$ cat config.mk
export PLATFORM = sky130hd
export DESIGN_NAME = bytecode_instr_assembler
export DESIGN_NICKNAME = d
export VERILOG_FILES = /design/src/rtl/jvm_bytecode_pkg.sv /design/src/rtl/bytecode_instr_assembler.sv
export SDC_FILE = /design/constraint.sdc
export NUM_CORES = 1
export LEC_CHECK = 0
export ABC_CLOCK_PERIOD_IN_PS = 5070
export CORE_UTILIZATION = 45
export CTS_CLUSTER_SIZE = 16
export DETAILED_ROUTE_END_ITERATION = 10
export PLACE_DENSITY = 0.72
export SLEW_MARGIN = 20
export SYNTH_ARGS = -nofsm -noshare
export SYNTH_HDL_FRONTEND = slang
export SYNTH_SLANG_ARGS = --single-unit
$ cat constraint.sdc
create_clock -name clk -period 5.07 [get_ports clk]
set_clock_uncertainty 0.05 [all_clocks]
set_input_delay 1.014 -clock clk [delete_from_list [all_inputs] [get_ports clk]]
set_output_delay 1.014 -clock clk [all_outputs]
set_load 0.01 [all_outputs]
$ cat src/rtl/jvm_bytecode_pkg.sv
// Shared definitions for the bytecode instruction assembler.
//   state_e      : assembler FSM states
//   OP_*         : opcode constants referenced by the length decode
//   op_supported : 1 when the opcode is implemented by the JIT path
//   op_len       : number of big-endian operand bytes following the opcode
package jvm_bytecode_pkg;

  typedef enum logic [2:0] {
    S_LOAD,
    S_REQ,
    S_WAIT,
    S_HOLD,
    S_HALT
  } state_e;

  localparam logic [7:0] OP_NOP          = 8'h00;
  localparam logic [7:0] OP_BIPUSH       = 8'h10;
  localparam logic [7:0] OP_SIPUSH       = 8'h11;
  localparam logic [7:0] OP_LDC          = 8'h12;
  localparam logic [7:0] OP_LDC_W        = 8'h13;
  localparam logic [7:0] OP_LDC2_W       = 8'h14;
  localparam logic [7:0] OP_ILOAD        = 8'h15;
  localparam logic [7:0] OP_ALOAD        = 8'h19;
  localparam logic [7:0] OP_ISTORE       = 8'h36;
  localparam logic [7:0] OP_ASTORE       = 8'h3A;
  localparam logic [7:0] OP_IINC         = 8'h84;
  localparam logic [7:0] OP_IFEQ         = 8'h99;
  localparam logic [7:0] OP_GOTO         = 8'hA7;
  localparam logic [7:0] OP_JSR          = 8'hA8;
  localparam logic [7:0] OP_RET          = 8'hA9;
  localparam logic [7:0] OP_TABLESWITCH  = 8'hAA;
  localparam logic [7:0] OP_LOOKUPSWITCH = 8'hAB;
  localparam logic [7:0] OP_GETSTATIC    = 8'hB2;
  localparam logic [7:0] OP_INVOKESTATIC = 8'hB8;
  localparam logic [7:0] OP_INVOKEINTF   = 8'hB9;
  localparam logic [7:0] OP_INVOKEDYN    = 8'hBA;
  localparam logic [7:0] OP_NEW          = 8'hBB;
  localparam logic [7:0] OP_NEWARRAY     = 8'hBC;
  localparam logic [7:0] OP_ANEWARRAY    = 8'hBD;
  localparam logic [7:0] OP_CHECKCAST    = 8'hC0;
  localparam logic [7:0] OP_INSTANCEOF   = 8'hC1;
  localparam logic [7:0] OP_WIDE         = 8'hC4;
  localparam logic [7:0] OP_MULTIANEWARR = 8'hC5;
  localparam logic [7:0] OP_IFNULL       = 8'hC6;
  localparam logic [7:0] OP_IFNONNULL    = 8'hC7;
  localparam logic [7:0] OP_GOTO_W       = 8'hC8;
  localparam logic [7:0] OP_JSR_W        = 8'hC9;
  localparam logic [7:0] OP_FIRST_RSVD   = 8'hCA;

  function automatic logic op_supported(input logic [7:0] op);
    return !(op inside {OP_TABLESWITCH, OP_LOOKUPSWITCH, OP_WIDE, [OP_FIRST_RSVD:8'hFF]});
  endfunction

  function automatic logic [2:0] op_len(input logic [7:0] op);
    logic [2:0] len;
    len = 3'd0;
    if (op inside {OP_BIPUSH, OP_LDC, [OP_ILOAD:OP_ALOAD], [OP_ISTORE:OP_ASTORE],
                   OP_RET, OP_NEWARRAY})
      len = 3'd1;
    else if (op inside {OP_SIPUSH, OP_LDC_W, OP_LDC2_W, OP_IINC, [OP_IFEQ:OP_JSR],
                        [OP_GETSTATIC:OP_INVOKESTATIC], OP_NEW, OP_ANEWARRAY,
                        OP_CHECKCAST, OP_INSTANCEOF, OP_IFNULL, OP_IFNONNULL})
      len = 3'd2;
    else if (op == OP_MULTIANEWARR)
      len = 3'd3;
    else if (op inside {OP_INVOKEINTF, OP_INVOKEDYN, OP_GOTO_W, OP_JSR_W})
      len = 3'd4;
    return len;
  endfunction

endpackage

$ cat src/rtl/bytecode_instr_assembler.sv
// Bytecode instruction assembler: consumer side of the next_byte_gen fetch
// protocol. Requests one byte at a time, groups opcode + operand bytes into a
// complete JVM instruction and hands it to the JIT stage on a valid/ack pair.
//   clk, reset_n                 : clock, asynchronous active-low reset
//   fetch_start                  : one-cycle byte request
//   fetch_ready / fetch_byte     : returned byte, valid for one cycle
//   fetch_pc_reset(_value)       : active-low one-cycle PC load to the fetcher
//   redirect / redirect_pc       : branch/flush to a new bytecode PC
//   instr_valid / instr_ack      : instruction handshake
//   instr_opcode/operand/len/pc  : assembled instruction
//   instr_illegal                : opcode not supported; assembler halts after ack
// All outputs are registered.
module bytecode_instr_assembler
  import jvm_bytecode_pkg::*;
#(
  parameter int unsigned                  ADDRESS_WIDTH = 8,
  parameter logic [ADDRESS_WIDTH-1:0]     RESET_PC      = '0
) (
  input  logic                     clk,
  input  logic                     reset_n,
  output logic                     fetch_start,
  input  logic                     fetch_ready,
  input  logic [7:0]               fetch_byte,
  output logic                     fetch_pc_reset,
  output logic [ADDRESS_WIDTH-1:0] fetch_pc_reset_value,
  input  logic                     redirect,
  input  logic [ADDRESS_WIDTH-1:0] redirect_pc,
  output logic                     instr_valid,
  input  logic                     instr_ack,
  output logic [7:0]               instr_opcode,
  output logic [31:0]              instr_operand,
  output logic [2:0]               instr_len,
  output logic [ADDRESS_WIDTH-1:0] instr_pc,
  output logic                     instr_illegal
);

  state_e                   state_q;
  logic [ADDRESS_WIDTH-1:0] pc_q;
  logic                     outstanding_q;
  logic                     stale_q;
  logic                     have_op_q;
  logic [2:0]               remaining_q;

  logic                     fetch_start_q;
  logic                     fetch_pc_reset_q;
  logic [ADDRESS_WIDTH-1:0] fetch_pc_reset_value_q;
  logic                     instr_valid_q;
  logic [7:0]               instr_opcode_q;
  logic [31:0]              instr_operand_q;
  logic [2:0]               instr_len_q;
  logic [ADDRESS_WIDTH-1:0] instr_pc_q;
  logic                     instr_illegal_q;

  logic                     take_byte;

  // A returned byte is ours only if no stale response is still pending.
  assign take_byte = fetch_ready && !stale_q;

  // Outputs are decoded from the state being entered, so fetch_start and
  // instr_valid are high exactly during the S_REQ / S_HOLD cycles. S_LOAD is
  // entered with fetch_pc_reset already high after reset, so it first spends
  // one cycle issuing the PC load before moving on.
  always_ff @(posedge clk or negedge reset_n) begin
    if (!reset_n) begin
      state_q                <= S_LOAD;
      pc_q                   <= RESET_PC;
      outstanding_q          <= 1'b0;
      stale_q                <= 1'b0;
      have_op_q              <= 1'b0;
      remaining_q            <= '0;
      fetch_start_q          <= 1'b0;
      fetch_pc_reset_q       <= 1'b1;
      fetch_pc_reset_value_q <= RESET_PC;
      instr_valid_q          <= 1'b0;
      instr_opcode_q         <= '0;
      instr_operand_q        <= '0;
      instr_len_q            <= '0;
      instr_pc_q             <= RESET_PC;
      instr_illegal_q        <= 1'b0;
    end else begin
      fetch_start_q    <= 1'b0;
      fetch_pc_reset_q <= 1'b1;
      if (fetch_ready && stale_q)
        stale_q <= 1'b0;

      if (redirect) begin
        pc_q                   <= redirect_pc;
        state_q                <= S_LOAD;
        fetch_pc_reset_q       <= 1'b0;
        fetch_pc_reset_value_q <= redirect_pc;
        instr_valid_q          <= 1'b0;
        instr_illegal_q        <= 1'b0;
        have_op_q              <= 1'b0;
        remaining_q            <= '0;
        instr_operand_q        <= '0;
        outstanding_q          <= 1'b0;
        // A request still in flight will answer later; remember to drop it,
        // unless its answer is the byte arriving right now.
        stale_q <= (outstanding_q && !take_byte) || (stale_q && !fetch_ready);
      end else begin
        case (state_q)
          S_LOAD: begin
            have_op_q       <= 1'b0;
            remaining_q     <= '0;
            instr_operand_q <= '0;
            if (fetch_pc_reset_q) begin
              fetch_pc_reset_q       <= 1'b0;
              fetch_pc_reset_value_q <= pc_q;
            end else begin
              state_q       <= S_REQ;
              fetch_start_q <= 1'b1;
              outstanding_q <= 1'b1;
            end
          end

          S_REQ: begin
            state_q <= S_WAIT;
          end

          S_WAIT: begin
            if (take_byte) begin
              outstanding_q <= 1'b0;
              if (!have_op_q) begin
                have_op_q       <= 1'b1;
                instr_opcode_q  <= fetch_byte;
                instr_operand_q <= '0;
                instr_pc_q      <= pc_q;
                if (!op_supported(fetch_byte)) begin
                  instr_illegal_q <= 1'b1;
                  instr_len_q     <= '0;
                  remaining_q     <= '0;
                  state_q         <= S_HOLD;
                  instr_valid_q   <= 1'b1;
                end else begin
                  instr_illegal_q <= 1'b0;
                  instr_len_q     <= op_len(fetch_byte);
                  remaining_q     <= op_len(fetch_byte);
                  if (op_len(fetch_byte) == 3'd0) begin
                    state_q       <= S_HOLD;
                    instr_valid_q <= 1'b1;
                  end else begin
                    state_q       <= S_REQ;
                    fetch_start_q <= 1'b1;
                    outstanding_q <= 1'b1;
                  end
                end
              end else begin
                instr_operand_q <= {instr_operand_q[23:0], fetch_byte};
                remaining_q     <= remaining_q - 3'd1;
                if (remaining_q == 3'd1) begin
                  state_q       <= S_HOLD;
                  instr_valid_q <= 1'b1;
                end else begin
                  state_q       <= S_REQ;
                  fetch_start_q <= 1'b1;
                  outstanding_q <= 1'b1;
                end
              end
            end
          end

          S_HOLD: begin
            if (instr_ack) begin
              instr_valid_q <= 1'b0;
              have_op_q     <= 1'b0;
              if (instr_illegal_q) begin
                state_q <= S_HALT;
              end else begin
                pc_q          <= pc_q + ADDRESS_WIDTH'(instr_len_q) + ADDRESS_WIDTH'(1);
                state_q       <= S_REQ;
                fetch_start_q <= 1'b1;
                outstanding_q <= 1'b1;
              end
            end
          end

          S_HALT: begin
            state_q <= S_HALT;
          end

          default: begin
            state_q <= S_LOAD;
          end
        endcase
      end
    end
  end

  assign fetch_start          = fetch_start_q;
  assign fetch_pc_reset       = fetch_pc_reset_q;
  assign fetch_pc_reset_value = fetch_pc_reset_value_q;
  assign instr_valid          = instr_valid_q;
  assign instr_opcode         = instr_opcode_q;
  assign instr_operand        = instr_operand_q;
  assign instr_len            = instr_len_q;
  assign instr_pc             = instr_pc_q;
  assign instr_illegal        = instr_illegal_q;

endmodule

# Word-level counts from Yosys, hierarchy flattened
# Cells that the tools add are included.
# op_classes
add_sub_neg,3
order_cmp,10
n_eq_ne,35
mux,71
bitwise,2
reduce_logical,38
# ops
op,count
$eq 8x8->1 const B,17
$mux 32,3
$pmux 32 s2,1
$mux 3,19
$mux 8,7
$eq 8x5->1 const B,5
$mux 1,32
$ge 8x8->1 const B,3
$le 8x8->1 const B,3
$pmux 3 s5,1
$reduce_bool 2->1,7
$ne 3x3->1 const B,4
$reduce_and 3->1,4
$reduce_bool 12->1,1
$reduce_bool 4->1,3
$reduce_and 5->1,2
$logic_and 1x1->1,9
$pmux 1 s3,3
$add 8x1->8 const B,1
$add 8x3->8,1
$ge 8x5->1 const B,1
$ge 8x6->1 const B,1
$le 8x5->1 const B,1
$le 8x6->1 const B,1
18 further kinds,29
# word_totals
ff_bits,80
inputBits,21
elab_cells,174

# Longest topological paths before layout
# depth
depth_word,18
mapped_depth,9
ltp_nobuf,9

# Worst setup path after synthesis
# No wires, ideal clock.
# synth_path
path_type,input to register
start,input port fetch_byte[1]
end,register instr_valid_q (netlist: instr_valid)
setup_ns,0.082
arrival_ns,2.907
required_time_ns,4.938
setup_slack_ns,2.032
stages,7
path_buffers,1
cell_sequence,buf_2 o31ai_1 mux2i_1 a2111oi_0 or4b_4 or4_1 a31oi_1
# synth_via
elab_chain_len,14
elab_cells_between_ends,58
cone_classes,order compare: 10; eq/ne: 23; mux: 14; reduce/logical: 11
# synth_lines
element,line,rtl
"start, declared",bytecode_instr_assembler.sv:23,"input logic [7:0] fetch_byte,"
branches (longest 14 deep; another with $ge 8x8->1),--,
"end signal, assigned",bytecode_instr_assembler.sv:91,instr_valid_q <= 1'b0;
"end signal, assigned",bytecode_instr_assembler.sv:140,instr_valid_q <= 1'b1;
"end signal, assigned",bytecode_instr_assembler.sv:152,instr_valid_q <= 1'b1;
"end, declared",bytecode_instr_assembler.sv:47,logic instr_valid_q;
# Parallel ways; which one is timed is not known. The select of a mux whose other input is x is not followed.
# A chain may end at the register's enable or synchronous reset.

# Final worst setup path
# Ends and elaborated chain as after synthesis.

==> impl_metrics.py <==
metrics = {
    "power_and_ir_drop": {
        "cell_internal_pwr_mw": 1.28,
        "seqPwrFrac_pct": 44.2,
        "net-switching-power_mw": 0.541,
        "power_switching_share_pct": 29.7,
        "p_comb_share_pct": 26.8,
        "power.clock.fraction_pct": 28.9,
        "irDropWorstVdd_v": 0.000240,
        "power_density_nw_per_um2": 362,
        "power.static_leakage_nw": 2.07,
    },
    "synthesis": {
        "main_combinational_cell_family_by_area_after_synthesis": "simple AND/OR/NAND/NOR gates",
        "postSynth.asyncResetShare_pct": 100,
        "share_of_the_synthesized_area_in_compound_gates_ao_oa_aoi_oai_pct": 15.7,
        "synth_top_cells_by_area": "dfrtp_1, nand2_1, o21ai_0, mux2_2, a21oi_1",
        "synth.cell_area_um2": 3930,
        "share_of_cell_area_taken_by_muxes_after_synthesis_pct": 5.93,
        "yosys_cell_types": 58,
        "ys_seq_elements": 80,
        "syn_avg_cell_area_um2": 9.26,
        "synthXorXnorAreaFrac_pct": 1.78,
        "syn_inst_count": 424,
        "synth_commonest_cells": "nand2_1, dfrtp_1, o21ai_0",
        "synth-edff-count": 0,
        "synth.yosys.seq_area_share_pct": 51.0,
        "postSynthNetCount": 451,
        "synth-adder-area-share_pct": 2.10,
        "synth.largest_area_cell": "dfrtp_1",
        "synth_most_common_cell": "nand2_1",
        "synth_top_flop_cell": "dfrtp_1",
        "synthSimpleGateAreaFrac_pct": 18.4,
        "synthDominantCellAreaShare_pct": 50.4,
        "synthesis.yosys.warnings": 0,
    },
    "final_layout": {
        "flow.area_growth_from_synthesis_pct": 28.0,
        "antenna_diode_count": 0,
        "final_core_utilization_pct": 60.3,
        "proportion_of_layout_cells_with_a_drive_suffix_above_1_pct": 9.46,
        "final_nets": 519,
    },
    "floorplan": {
        "die_x_um": 95.4,
        "start_util_pct": 47.1,
        "core.rowCount": 33,
        "chipHeight_um": 95.4,
        "num_io_pins": 84,
        "fp.coreArea_um2": 8340,
        "design.die.area_um2": 9100,
    },
    "drt": {
        "drt.antenna.violating_nets": 0,
        "viasPerCell": 5.56,
        "detail_route.iter0.violations": 173,
        "drt_first_pass_iters": 5,
        "num_vias": 3346,
        "avgRoutedWirePerCell_um": 15.5,
        "totalWireLength_um": 9330,
        "remaining_drc_errors": 0,
    },
    "clocking": {
        "cts_hold_repair.buffers": 0,
        "worst_skew_pair.late_latency_ns": 0.35,
        "clk_pin_slew_ns": 0.08,
        "cts_post_setup_buffers_inserted": 0,
        "clock_path_buffers": 2,
        "cts_max_level": 3,
        "cts.sinks": 80,
        "clock_tree.root_cell": "clkbuf_8",
        "numCtsBuffers": 9,
        "cts_resized": 0,
        "cts_tree": "done",
    },
    "global_routing": {
        "met2_usage_pct": 34.8,
        "grt_first_pass_wirelength_um": 15700,
        "grt_overflow": 0,
        "grt_max_degree": 81,
        "globalRouteMet1Util_pct": 30.5,
        "antenna_violations_before_repair": 0,
        "grt.total_usage_pct": 22.3,
        "met3_usage_pct": 5.26,
        "grt_pass1_vias": 3274,
        "top_usage_layer": "met2",
    },
    "timing": {
        "slew-limit-headroom_pct": 45.7,
        "period_needed_ns": 3.58,
        "setup_viol": 0,
        "tns_ns": 0,
        "grt_setup_unrepaired": "no",
        "least_margin_pin_slew_ns": 0.813,
        "final_hold_viol_count": 0,
        "fmax_ghz": 0.279,
        "final.period_utilization_pct": 70.6,
        "max_slew_violations": 0,
        "finalWorstSetupSlack_ns": 1.49,
    },
    "worst_hold_path": {
        "min_delay_path_depth": 2,
        "worst_hold_path_type": "register to register",
        "min-delay-start": "remaining_q[1]",
        "hold-path-endpoint": "remaining_q[1]",
    },
    "setup_path": {
        "r2r_end": "pc_q[7]",
        "setup.worst_path.class": "primary input to register",
        "reg2reg_setup_slack_ns": 2.91,
        "required_ns": 5.29,
        "critical_path.endpoint_type": "register",
        "peak_fanout_along_the_critical_path": 18,
        "timing.reg2reg.worst_path_depth": 6,
        "critical_path_arrival_ns": 3.80,
        "setup.worst_path.start_class": "primary input",
        "crit_start": "fetch_byte[1]",
        "worst_r2r_startpoint": "state_q[0]",
    },
    "run_status": {
        "outcome": "finished, final reports clean",
    },
    "place": {
        "dp.final_hpwl_um": 6240,
        "io_buffers": 83,
        "place_worst_setup_slack_ns": 1.16,
        "place.gp.congestion": 0.981,
    },
    "flow_run": {
        "max_cap_viol": 0,
    },
}
==> routing by layer <==
| metal | vias up | routed length, um |
|---|---|---|
| met3 | 15 | 531 |
| li1 | 1607 | - |
| met4 | 0 | 136 |
| met5 | - | 0 |
| met2 | 107 | 4370 |
| met1 | 1617 | 4290 |
==> worst max-delay path, stage by stage <==
cell and delay (ns):
clkdlybuf4s50_1 0.73, o31ai_1 0.40, mux2i_1 0.21, a2111oi_0 0.09, or4b_4 0.59, or4_1 0.56
a31oi_1 0.20
==> cell families after synthesis <==
kind of cell,after synthesis
AO/OA/AOI/OAI,102
XOR/XNOR,8
adder cells (fa/ha/maj),6
buffers and inverters,47
flip-flops,80
multiplexers,21
AND/OR/NAND/NOR,160
==> power by group through the flow <==
stage / Clock [mW] / Combinational, mW / Sequential (mW)
after floorplan: 0 / 0.207 / 0.841
after global placement: 0 / 0.477 / 0.816
after detailed placement: 0 / 0.487 / 0.815
after CTS: 0.536 / 0.492 / 0.806
after global routing: 0.558 / 0.535 / 0.819
final: 0.526 / 0.489 / 0.805
==> cells in the final DEF, fill, tap and decap left out, types with 5 or more instances in the layout <==
master / Yosys / routed
inv_1: 17 / 17
mux2_2: 18 / 18
dfrtp_1: 79 / 79
nand2_1: 95 / 95
nor2_1: 24 / 24
o21ai_0: 43 / 43
nor3_1: 8 / 7
a31oi_1: 12 / 12
clkbuf_8: 0 / 9
ha_1: 5 / 5
a21oi_1: 18 / 17
clkdlybuf4s50_1: 0 / 82
==> how the worst max path moves through the flow <==
stage	endpoint	slack, ns	depth (start not counted)
CTS	instr_valid	1.53	7
global route	instr_valid	1.36	7
detailed placement	instr_valid	1.16	7
global placement	state_q[1]	1.24	7
floorplan	instr_valid	2.03	7
finish	instr_valid	1.49	7
==> cell type report <==
cell class | count | area [um2]
sequential | 80 | 2000
multi-input combinational | 297 | 1750
timing repair buffer | 87 | 862
fill | 760 | 3310
clock inverter | 6 | 91.3
clock buffer | 10 | 128
inverter | 17 | 63.8
tap | 105 | 131
==> sequential cells by signal, indices dropped and copies added (netlist names), 3 cells and up <==
register / flops
remaining_q: 3
pc_q: 8
instr_len: 3
fetch_pc_reset_value: 8
state_q: 3
instr_operand: 32
instr_pc: 8
instr_opcode: 8
==> per-stage QoR <==
step	instances	area [um2]	hold slack, ns	power, mW
floorplan	424	3930	0.389	1.05
detailed placement	586	4800	0.405	1.30
finish	602	5030	0.423	1.82
global route	602	5030	0.466	1.91
CTS	602	5020	0.425	1.83
global placement	586	4800	0.405	1.29
No activity file was read; power rests on OpenSTA's default activity.
